[src/rtl/fp_divider_seq.sv]
// -----------------------------------------------------------------------------
// fp_divider_seq
// Multi-cycle IEEE-754 single-precision divider (out = a / b).
// Restoring mantissa division producing one quotient bit per clock.
// Results are truncated toward zero. Denormal operands and results flush to zero.
//
// Ports:
//   clk    rising-edge clock
//   rst_n  asynchronous active-low reset
//   start  request, sampled only while busy=0
//   a, b   dividend / divisor {sign, exp, man}
//   busy   high from the accept edge until the done cycle
//   done   one-cycle pulse; out/dz/nv valid then, out held until next accept
//   out    quotient
//   dz     divide-by-zero flag
//   nv     invalid-operation flag
// -----------------------------------------------------------------------------
module fp_divider_seq #(
   parameter int EXP_W = 8,
   parameter int MAN_W = 23,
   parameter int BIAS  = 127
) (
   input  logic                   clk,
   input  logic                   rst_n,
   input  logic                   start,
   input  logic [EXP_W+MAN_W:0]   a,
   input  logic [EXP_W+MAN_W:0]   b,
   output logic                   busy,
   output logic                   done,
   output logic [EXP_W+MAN_W:0]   out,
   output logic                   dz,
   output logic                   nv
);

   localparam int W     = EXP_W + MAN_W + 1;
   localparam int SW    = EXP_W + 2;              // signed working exponent width
   localparam int CNT_W = $clog2(MAN_W + 2);
   localparam logic [EXP_W-1:0]      EXP_MAX   = '1;
   localparam logic signed [SW-1:0]  EXP_MAX_S = SW'((1 << EXP_W) - 1);
   localparam logic [W-1:0]          QNAN      = {1'b0, EXP_MAX, 1'b1, {(MAN_W-1){1'b0}}};

   typedef enum logic [1:0] {S_IDLE, S_UNPACK, S_DIVIDE, S_NORM} state_t;

   state_t                  r_state, w_state_next;
   logic [W-1:0]            r_a, r_b;
   logic [MAN_W:0]          r_mb;
   logic [MAN_W+2:0]        r_rem;
   logic [MAN_W+1:0]        r_q;
   logic signed [SW-1:0]    r_exp;
   logic [CNT_W-1:0]        r_cnt;
   logic                    r_busy, r_done, r_dz, r_nv;
   logic [W-1:0]            r_out;

   // Operand classification (operands are held in r_a/r_b for the whole op)
   logic [EXP_W-1:0] w_ea, w_eb;
   logic [MAN_W-1:0] w_man_a, w_man_b;
   logic             w_sign;
   logic             w_a_zero, w_b_zero, w_a_inf, w_b_inf, w_a_nan, w_b_nan;
   logic [W-1:0]     w_inf, w_zero;

   assign w_ea     = r_a[W-2:MAN_W];
   assign w_eb     = r_b[W-2:MAN_W];
   assign w_man_a  = r_a[MAN_W-1:0];
   assign w_man_b  = r_b[MAN_W-1:0];
   assign w_sign   = r_a[W-1] ^ r_b[W-1];
   assign w_a_zero = (w_ea == '0);
   assign w_b_zero = (w_eb == '0);
   assign w_a_inf  = (w_ea == EXP_MAX) && (w_man_a == '0);
   assign w_b_inf  = (w_eb == EXP_MAX) && (w_man_b == '0);
   assign w_a_nan  = (w_ea == EXP_MAX) && (w_man_a != '0);
   assign w_b_nan  = (w_eb == EXP_MAX) && (w_man_b != '0);
   assign w_inf    = {w_sign, EXP_MAX, {MAN_W{1'b0}}};
   assign w_zero   = {w_sign, {(W-1){1'b0}}};

   // Special-case resolution; order matters (NaN cases dominate, inf/0 is not dz)
   logic         w_special, w_special_dz, w_special_nv;
   logic [W-1:0] w_special_out;

   always_comb begin
      w_special     = 1'b1;
      w_special_dz  = 1'b0;
      w_special_nv  = 1'b0;
      w_special_out = w_zero;
      if (w_a_nan || w_b_nan || (w_a_zero && w_b_zero) || (w_a_inf && w_b_inf)) begin
         w_special_out = QNAN;
         w_special_nv  = 1'b1;
      end else if (w_a_inf) begin
         w_special_out = w_inf;
      end else if (w_b_zero) begin
         w_special_out = w_inf;
         w_special_dz  = 1'b1;
      end else if (w_a_zero || w_b_inf) begin
         w_special_out = w_zero;
      end else begin
         w_special     = 1'b0;
      end
   end

   logic signed [SW-1:0] w_exp_calc;
   assign w_exp_calc = SW'({2'b00, w_ea} - {2'b00, w_eb} + SW'(BIAS));

   // One restoring-division step
   logic             w_ge;
   logic [MAN_W+2:0] w_rem_diff;
   assign w_ge       = (r_rem >= {2'b00, r_mb});
   assign w_rem_diff = w_ge ? (r_rem - {2'b00, r_mb}) : r_rem;

   // Normalisation: quotient of two [1,2) mantissas lies in (0.5, 2)
   logic signed [SW-1:0] w_norm_exp;
   logic [MAN_W-1:0]     w_norm_man;
   logic [W-1:0]         w_norm_out;

   assign w_norm_exp = r_q[MAN_W+1] ? r_exp : (r_exp - SW'(1));
   assign w_norm_man = r_q[MAN_W+1] ? r_q[MAN_W:1] : r_q[MAN_W-1:0];

   always_comb begin
      w_norm_out = {w_sign, w_norm_exp[EXP_W-1:0], w_norm_man};
      if (w_norm_exp >= EXP_MAX_S) begin
         w_norm_out = w_inf;
      end else if (w_norm_exp <= SW'(0)) begin
         w_norm_out = w_zero;
      end
   end

   // State register
   always_ff @(posedge clk or negedge rst_n) begin
      if (!rst_n) r_state <= S_IDLE;
      else        r_state <= w_state_next;
   end

   // Next-state logic
   always_comb begin
      w_state_next = r_state;
      case (r_state)
         S_IDLE:   if (start) w_state_next = S_UNPACK;
         S_UNPACK: w_state_next = w_special ? S_IDLE : S_DIVIDE;
         S_DIVIDE: if (r_cnt == CNT_W'(MAN_W + 1)) w_state_next = S_NORM;
         S_NORM:   w_state_next = S_IDLE;
         default:  w_state_next = S_IDLE;
      endcase
   end

   // Datapath and output registers
   always_ff @(posedge clk or negedge rst_n) begin
      if (!rst_n) begin
         r_a    <= '0;
         r_b    <= '0;
         r_mb   <= '0;
         r_rem  <= '0;
         r_q    <= '0;
         r_exp  <= '0;
         r_cnt  <= '0;
         r_busy <= 1'b0;
         r_done <= 1'b0;
         r_dz   <= 1'b0;
         r_nv   <= 1'b0;
         r_out  <= '0;
      end else begin
         case (r_state)
            S_IDLE: begin
               r_done <= 1'b0;
               if (start) begin
                  r_a    <= a;
                  r_b    <= b;
                  r_busy <= 1'b1;
                  r_dz   <= 1'b0;
                  r_nv   <= 1'b0;
               end
            end
            S_UNPACK: begin
               if (w_special) begin
                  r_out  <= w_special_out;
                  r_dz   <= w_special_dz;
                  r_nv   <= w_special_nv;
                  r_done <= 1'b1;
                  r_busy <= 1'b0;
               end else begin
                  r_rem  <= {2'b01, w_man_a};
                  r_mb   <= {1'b1, w_man_b};
                  r_q    <= '0;
                  r_exp  <= w_exp_calc;
                  r_cnt  <= '0;
               end
            end
            S_DIVIDE: begin
               r_q   <= {r_q[MAN_W:0], w_ge};
               r_rem <= {w_rem_diff[MAN_W+1:0], 1'b0};
               r_cnt <= r_cnt + CNT_W'(1);
            end
            S_NORM: begin
               r_out  <= w_norm_out;
               r_done <= 1'b1;
               r_busy <= 1'b0;
            end
            default: ;
         endcase
      end
   end

   assign busy = r_busy;
   assign done = r_done;
   assign out  = r_out;
   assign dz   = r_dz;
   assign nv   = r_nv;

endmodule

[config.mk]
export PLATFORM = sky130hd
export DESIGN_NAME = fp_divider_seq
export DESIGN_NICKNAME = d
export VERILOG_FILES = /design/src/rtl/fp_divider_seq.sv
export SDC_FILE = /design/constraint.sdc
export NUM_CORES = 1
export LEC_CHECK = 0
export CELL_PAD_IN_SITES_DETAIL_PLACEMENT = 0
export CELL_PAD_IN_SITES_GLOBAL_PLACEMENT = 1
export CORE_UTILIZATION = 45
export DETAILED_ROUTE_END_ITERATION = 7
export GPL_ROUTABILITY_DRIVEN = 1
export PLACE_DENSITY = 0.88
export SLEW_MARGIN = 5
export SYNTH_ARGS = -nofsm -noshare
export SYNTH_HDL_FRONTEND = slang
export SYNTH_SLANG_ARGS = --single-unit
export TNS_END_PERCENT = 30
[constraint.sdc]
create_clock -name clk -period 3.7 [get_ports clk]
set_input_delay 0.74 -clock clk [delete_from_list [all_inputs] [get_ports clk]]
set_output_delay 0.74 -clock clk [all_outputs]
set_load 0.02 [all_outputs]
# Yosys cells after proc, flatten, opt, wreduce, memory -nomap -nowiden

Index checks and enable logic that the tools add are counted.
W data, S select, Z words.

Input bits: 67
Register bits: 192

Multiplexer cells: 38
Equal/unequal tests: 10
Bitwise operators: 2
$lt $le $gt $ge: 3
Add/sub/neg operators: 5
Reduce and logical (&&, ||, !) cells: 29

Operators with widths:

| cell                    | count |
|---|---|
| $mux W31                | 4 |
| $mux W32                | 2 |
| $pmux W32 S2            | 1 |
| $pmux W26 S2            | 1 |
| $mux W25                | 2 |
| $pmux W25 S2            | 1 |
| $logic_not A23 Y1       | 2 |
| $reduce_bool A23 Y1     | 2 |
| $ge A26 B24 Y1          | 1 |
| $mux W26                | 1 |
| $sub A25 B24 Y25        | 1 |
| $mux W23                | 1 |
| $eq A8 B8 Y1 const B    | 2 |
| $logic_not A8 Y1        | 2 |
| $mux W1                 | 14 |
| $reduce_and A2 Y1       | 6 |
| $add A9 B8 Y10 const B  | 1 |
| $ge A10 B9 Y1 const B   | 1 |
| $le A10 B1 Y1 const B   | 1 |
| $mux W10                | 1 |
| $pmux W5 S2             | 1 |
| $sub A10 B2 Y10 const B | 1 |
| $sub A8 B8 Y9           | 1 |
| $ne A2 B2 Y1 const B    | 4 |
| other kinds (17)        | 33 |

# Longest topological paths before layout

Gate-level depths: netlist of run 1.

Depth in word-level cells: 9
Mapped depth: 12
Gate-level depth less buffers: 12

# Worst setup path after synthesis of run 1

Ideal clock, no wire load.

Path type: register to register
Start: register r_mb[0]
End: register r_rem[8]
Stages on the path, launching flop included: 12
Path slack: 0.899 ns
Required time: 3.569 ns
Arrival: 2.670 ns
Cell sequence: dfrtp_1 > ha_1 > fa_1 > nor2b_1 > o31ai_1 > a211oi_1 > o31ai_1 > nor3_2 > or2_4 > buf_6 > mux2i_1 > o21ai_1

Word-level cells in the longest chain between the ends: 3

Ends and longest elaborated chain:

| element                                            | line     | RTL |
|---|---|---|
| from (decl)                                        | 46       | `logic [MAN_W:0] r_mb;` |
| from (signal assigned)                             | 179      | `r_mb <= {1'b1, w_man_b};` |
| $sub A25 B24 Y25 or $ge A26 B24 Y1 (tied branches) | 106, 105 |  |
| $mux W25 *                                         | 106      | `assign w_rem_diff = w_ge ? (r_rem - {2'b00, r_mb}) : r_rem;` |
| $pmux W26 S2 *                                     | 159      | `case (r_state)` |
| to (signal assigned)                               | 178      | `r_rem <= {2'b01, w_man_a};` |
| to (signal assigned)                               | 187      | `r_rem <= {w_rem_diff[MAN_W+1:0], 1'b0};` |
| to (decl)                                          | 47       | `logic [MAN_W+2:0] r_rem;` |

Every way passes the cells marked *; elsewhere a longest branch is shown, timed or not.
A chain may end at the register's enable or synchronous reset.

# Final worst setup path of run 1

Start: register r_rem[0]
End: register r_rem[14]

Word-level cells in the longest chain between the ends: 3

Ends and longest elaborated chain:

| element                                            | line |
|---|---|
| $sub A25 B24 Y25 or $ge A26 B24 Y1 (tied branches) | 106, 105 |
| $mux W25 *                                         | 106 |
| $pmux W26 S2 *                                     | 159 |

Marks and branches as above.

==> results of run 1 <==
[sequential cells by signal, summed over array words and instances (netlist names), named ones only]
signal,cells
r_q,25
r_mb,24
busy,1
out,32
r_exp,10
done,1
r_state,1
r_cnt,5
r_b,32
dz,1
r_rem,26
r_a,32
nv,1
[cell usage after synthesis (all sizes together), types with 12 or more instances]
cell | n | area share
a21oi | 37 | 0.018
a31oi | 14 | 0.0086
and3 | 12 | 0.0075
clkbuf | 44 | 0.018
dfrtp | 192 | 0.47
ha | 36 | 0.044
inv | 48 | 0.018
mux2 | 58 | 0.064
mux2i | 30 | 0.029
nand2 | 215 | 0.080
nand3 | 14 | 0.0074
nor2 | 50 | 0.019
nor3 | 18 | 0.0093
nor4 | 19 | 0.015
o21ai | 121 | 0.061
o31ai | 12 | 0.0088
xnor2 | 16 | 0.014
xor2 | 20 | 0.017
[critical path, stage by stage (launching register included)]
cell	delay, ns
dfrtp_1	0.38
inv_1	0.07
ha_1	0.19
fa_1	0.20
nor2b_1	0.07
o31ai_1	0.37
a211oi_1	0.18
o31ai_1	0.55
nor3_2	0.08
buf_4	0.19
nor2_4	0.34
nor2_1	0.22
a221oi_2	0.32
[metrics by stage]
stage | area (um2) | utilization
finish | 12100 | 0.551
global route | 12100 | 0.551
CTS | 12100 | 0.551
detailed placement | 11500 | 0.522
global placement | 11500 | 0.522
floorplan | 10200 | -
[logic make-up after synthesis]
kind of cell               after synthesis  synth area share
and+or+nand+nor                        375             0.169
AOI/OAI and AO/OA                      249             0.148
DFF                                    192             0.471
buffers and inverters                   96            0.0388
muxes                                   88            0.0936
adders and majority gates               38            0.0481
xor gates and xnor gates                36            0.0309
[worst min path at each step]
stage / depth (start not counted) / slack, ns / end
final: 1 / 0.35 / r_b[24]
after global routing: 1 / 0.41 / r_b[24]
after CTS: 1 / 0.38 / r_b[24]
after detailed placement: 2 / 0.45 / r_mb[23]
after global placement: 2 / 0.45 / r_mb[23]
after floorplan: 2 / 0.42 / r_mb[23]
[power breakdown]
group / switching, mW / internal [mW] / leakage [nW] / total (mW)
Combinational: 3.61 / 2.69 / 2.40 / 6.30
Clock: 0.982 / 0.935 / 0.304 / 1.92
Sequential: 0.821 / 3.02 / 2.39 / 3.84
[metal layers]
metal | global-route usage | part of all wire | wire (um) | vias to the layer above
met5 | 0 | 0 | 0 | -
met4 | 0.0596 | 0.014 | 344 | 0
met3 | 0.0341 | 0.042 | 1000 | 30
met2 | 0.353 | 0.47 | 11300 | 186
met1 | 0.312 | 0.47 | 11400 | 3833
li1 | - | - | - | 3931
[cell type report]
cell class,count,area share
timing repair buffer,111,0.0942
inverter,48,0.0149
tap,280,0.0289
sequential,192,0.396
clock buffer,17,0.0351
multi-input combinational,786,0.414
clock inverter,15,0.0174
==> flow_results.org, run 1 <==
** CTS
- Inserted Clock Buffers :: 17
- The longest clock path from root to sink contains 2 buffers.
- Gates resized during post-CTS repair numbered 0.
- For this design, the CTS-stage hold fixing added 0 buffers.
- Clock network latency to the later pin of the worst-skew pair :: 0.45 ns
- Number of setup buffers added after CTS :: 0
- Counting every sink on the clock net gives 192.
- Clock-pin slew on the worst setup and hold paths :: 0.08 ns
- Number of levels in the clock H-tree :: 4
- CTS root buffer :: clkbuf_16
- CTS tree :: done

** Worst setup path
- The startpoint identified for the worst register-to-register timing path is r_rem[0].
- The worst register-to-register path ends at r_rem[14].
- Source of the critical timing path :: r_rem[0]
- Type of origin of the critical path :: flip-flop
- Crit path kind :: reg -> reg
- Number of cells on the worst reg-to-reg path :: 12
- Req. time, crit path :: 4.04 ns
- Maximum fanout along the worst path :: 15
- Arrival time of data at the critical path endpoint :: 3.61 ns
- R2R Setup Slk :: 0.43 ns
- The worst setup path is captured at a flip-flop.
- In this run the worst setup path terminates at r_rem[14].

** Routing
- In the final routed layout, each cell accounts on average for 16.6 um.
- The first detailed-routing pass took 8 iterations.
- The count of nets left with antenna violations once routing finished came out at 0.
- Vias per std cell :: 5.51
- # DRC :: 6
- The routed layout has 7980 vias.
- Summed over all layers, the routed wires come to 24000 um.
- The detailed router finished its first iteration with 463 violations.

** Global route
- The number of antenna violations at the first check in global routing came to 0.
- Via count of the first global-routing pass :: 7848
- Overflow left after global routing :: 0
- GRT Total Usage :: 0.221
- Global-route wire length before repair :: 41200 um
- Entering global routing, the biggest net connects 101 pins.

** Placement
- In this run, placement finished with an instance count of 1417.
- The HPWL after detailed placement is 17200 um.
- Port buffer count :: 102
- Weighted congestion at the end of routability-driven global placement :: 0.863
- Post-placement setup slack :: 0.497 ns

** Timing
- Final max-slew violation count :: 0
- Across all setup checks in the final design, the least slack found is 0.429 ns.
- Unrepaired setup endpoints after global routing :: false
- The tightest hold path in the finished design has a slack of 0.348 ns.
- Measured against its own limit, the worst slew margin works out to 0.214.
- Worst clock skew :: 0.0104 ns
- Count of final setup violators :: 0
- Part of the cycle the worst path needs :: 0.884
- For the final routed database, the setup TNS stands at 0 ns.
- The worst path in the final design needs a cycle of 3.27 ns, including I/O delays and setup.
- The count of final hold-check violations came to 0.
- For the pin with the worst max-slew slack, the measured transition is 1.18 ns.
- Fmax achieved :: 306 MHz

** Power
- Across the VDD grid, the largest voltage drop is 0.429 mV.
- Total power density per cell area :: 994 mW/mm2
- Overall Power :: 12.1 mW
- In this run the static leakage power is 5.09 nW.

** Finish
- From synthesis to final layout, the design area changed by 19.0%.
- Non-filler cells in the finished layout :: 1449
- Leading cell types in the layout, fill and taps excluded :: 213 x nand2_1, 192 x dfrtp_1, 118 x o21ai_0, 101 x clkdlybuf4s50_1, 58 x mux2_2
- Final nets :: 1261
- Share of post-route cells with drive strength above 1 :: 0.106
- In the final layout, the multi-input gates occupy 0.00502 mm2.
- The layout has 1927 filler cells.
- Summing all flip-flop and latch instances after layout gives 0.00480 mm2.
- The number of antenna diodes in the final layout is 0.
- Leading cell type in the layout, fill and taps excluded :: nand2_1

** Status
- The final reports fail on DRC.
- The run finished, with violations left.

** Die
- From bottom edge to top edge, the die measures 152 um.
- Core Region :: 0.0220 mm2
- For this configuration, the core starts out at a cell density of 0.463.
- Total Die Area :: 0.0233 mm2
- The die is 152 um wide.
- The floorplan has 54 rows.
- 103 I/O pins were placed.

** Synthesis
- For this run, the number of Yosys warnings is 0.
- Number of enable flip-flop cells after synthesis :: 0
- Synthesis produced a netlist with a net count of 1179.
- The most used flip-flop cell after synthesis is dfrtp_1.
- Synth unique cells :: 71
- Cell area after technology mapping :: 0.0102 mm2
- Fraction of registers with async set/reset :: 1.00
- Number of register bits inferred by synthesis :: 192
- Avg Inst Size Synth :: 9.49 um2
- After technology mapping, the gate count stands at 1074.
- The share of the Yosys chip area taken by registers is 0.471.

** Run
- Maximum capacitance violations :: 0

** Worst hold path
- In this run the worst hold path is classified as in -> async.
Power figures use the tool's default switching activity.
==> run 2, diff against run 1 <==
--- a/config.mk
+++ b/config.mk
@@ -8,6 +8,7 @@
 export CELL_PAD_IN_SITES_DETAIL_PLACEMENT = 0
 export CELL_PAD_IN_SITES_GLOBAL_PLACEMENT = 1
 export CORE_UTILIZATION = 45
+export CTS_CLUSTER_DIAMETER = 80
 export DETAILED_ROUTE_END_ITERATION = 7
 export GPL_ROUTABILITY_DRIVEN = 1
 export PLACE_DENSITY = 0.88
==> results of run 2 <==
Same layout as run 1: the final DEF is identical, and so are final timing and power.
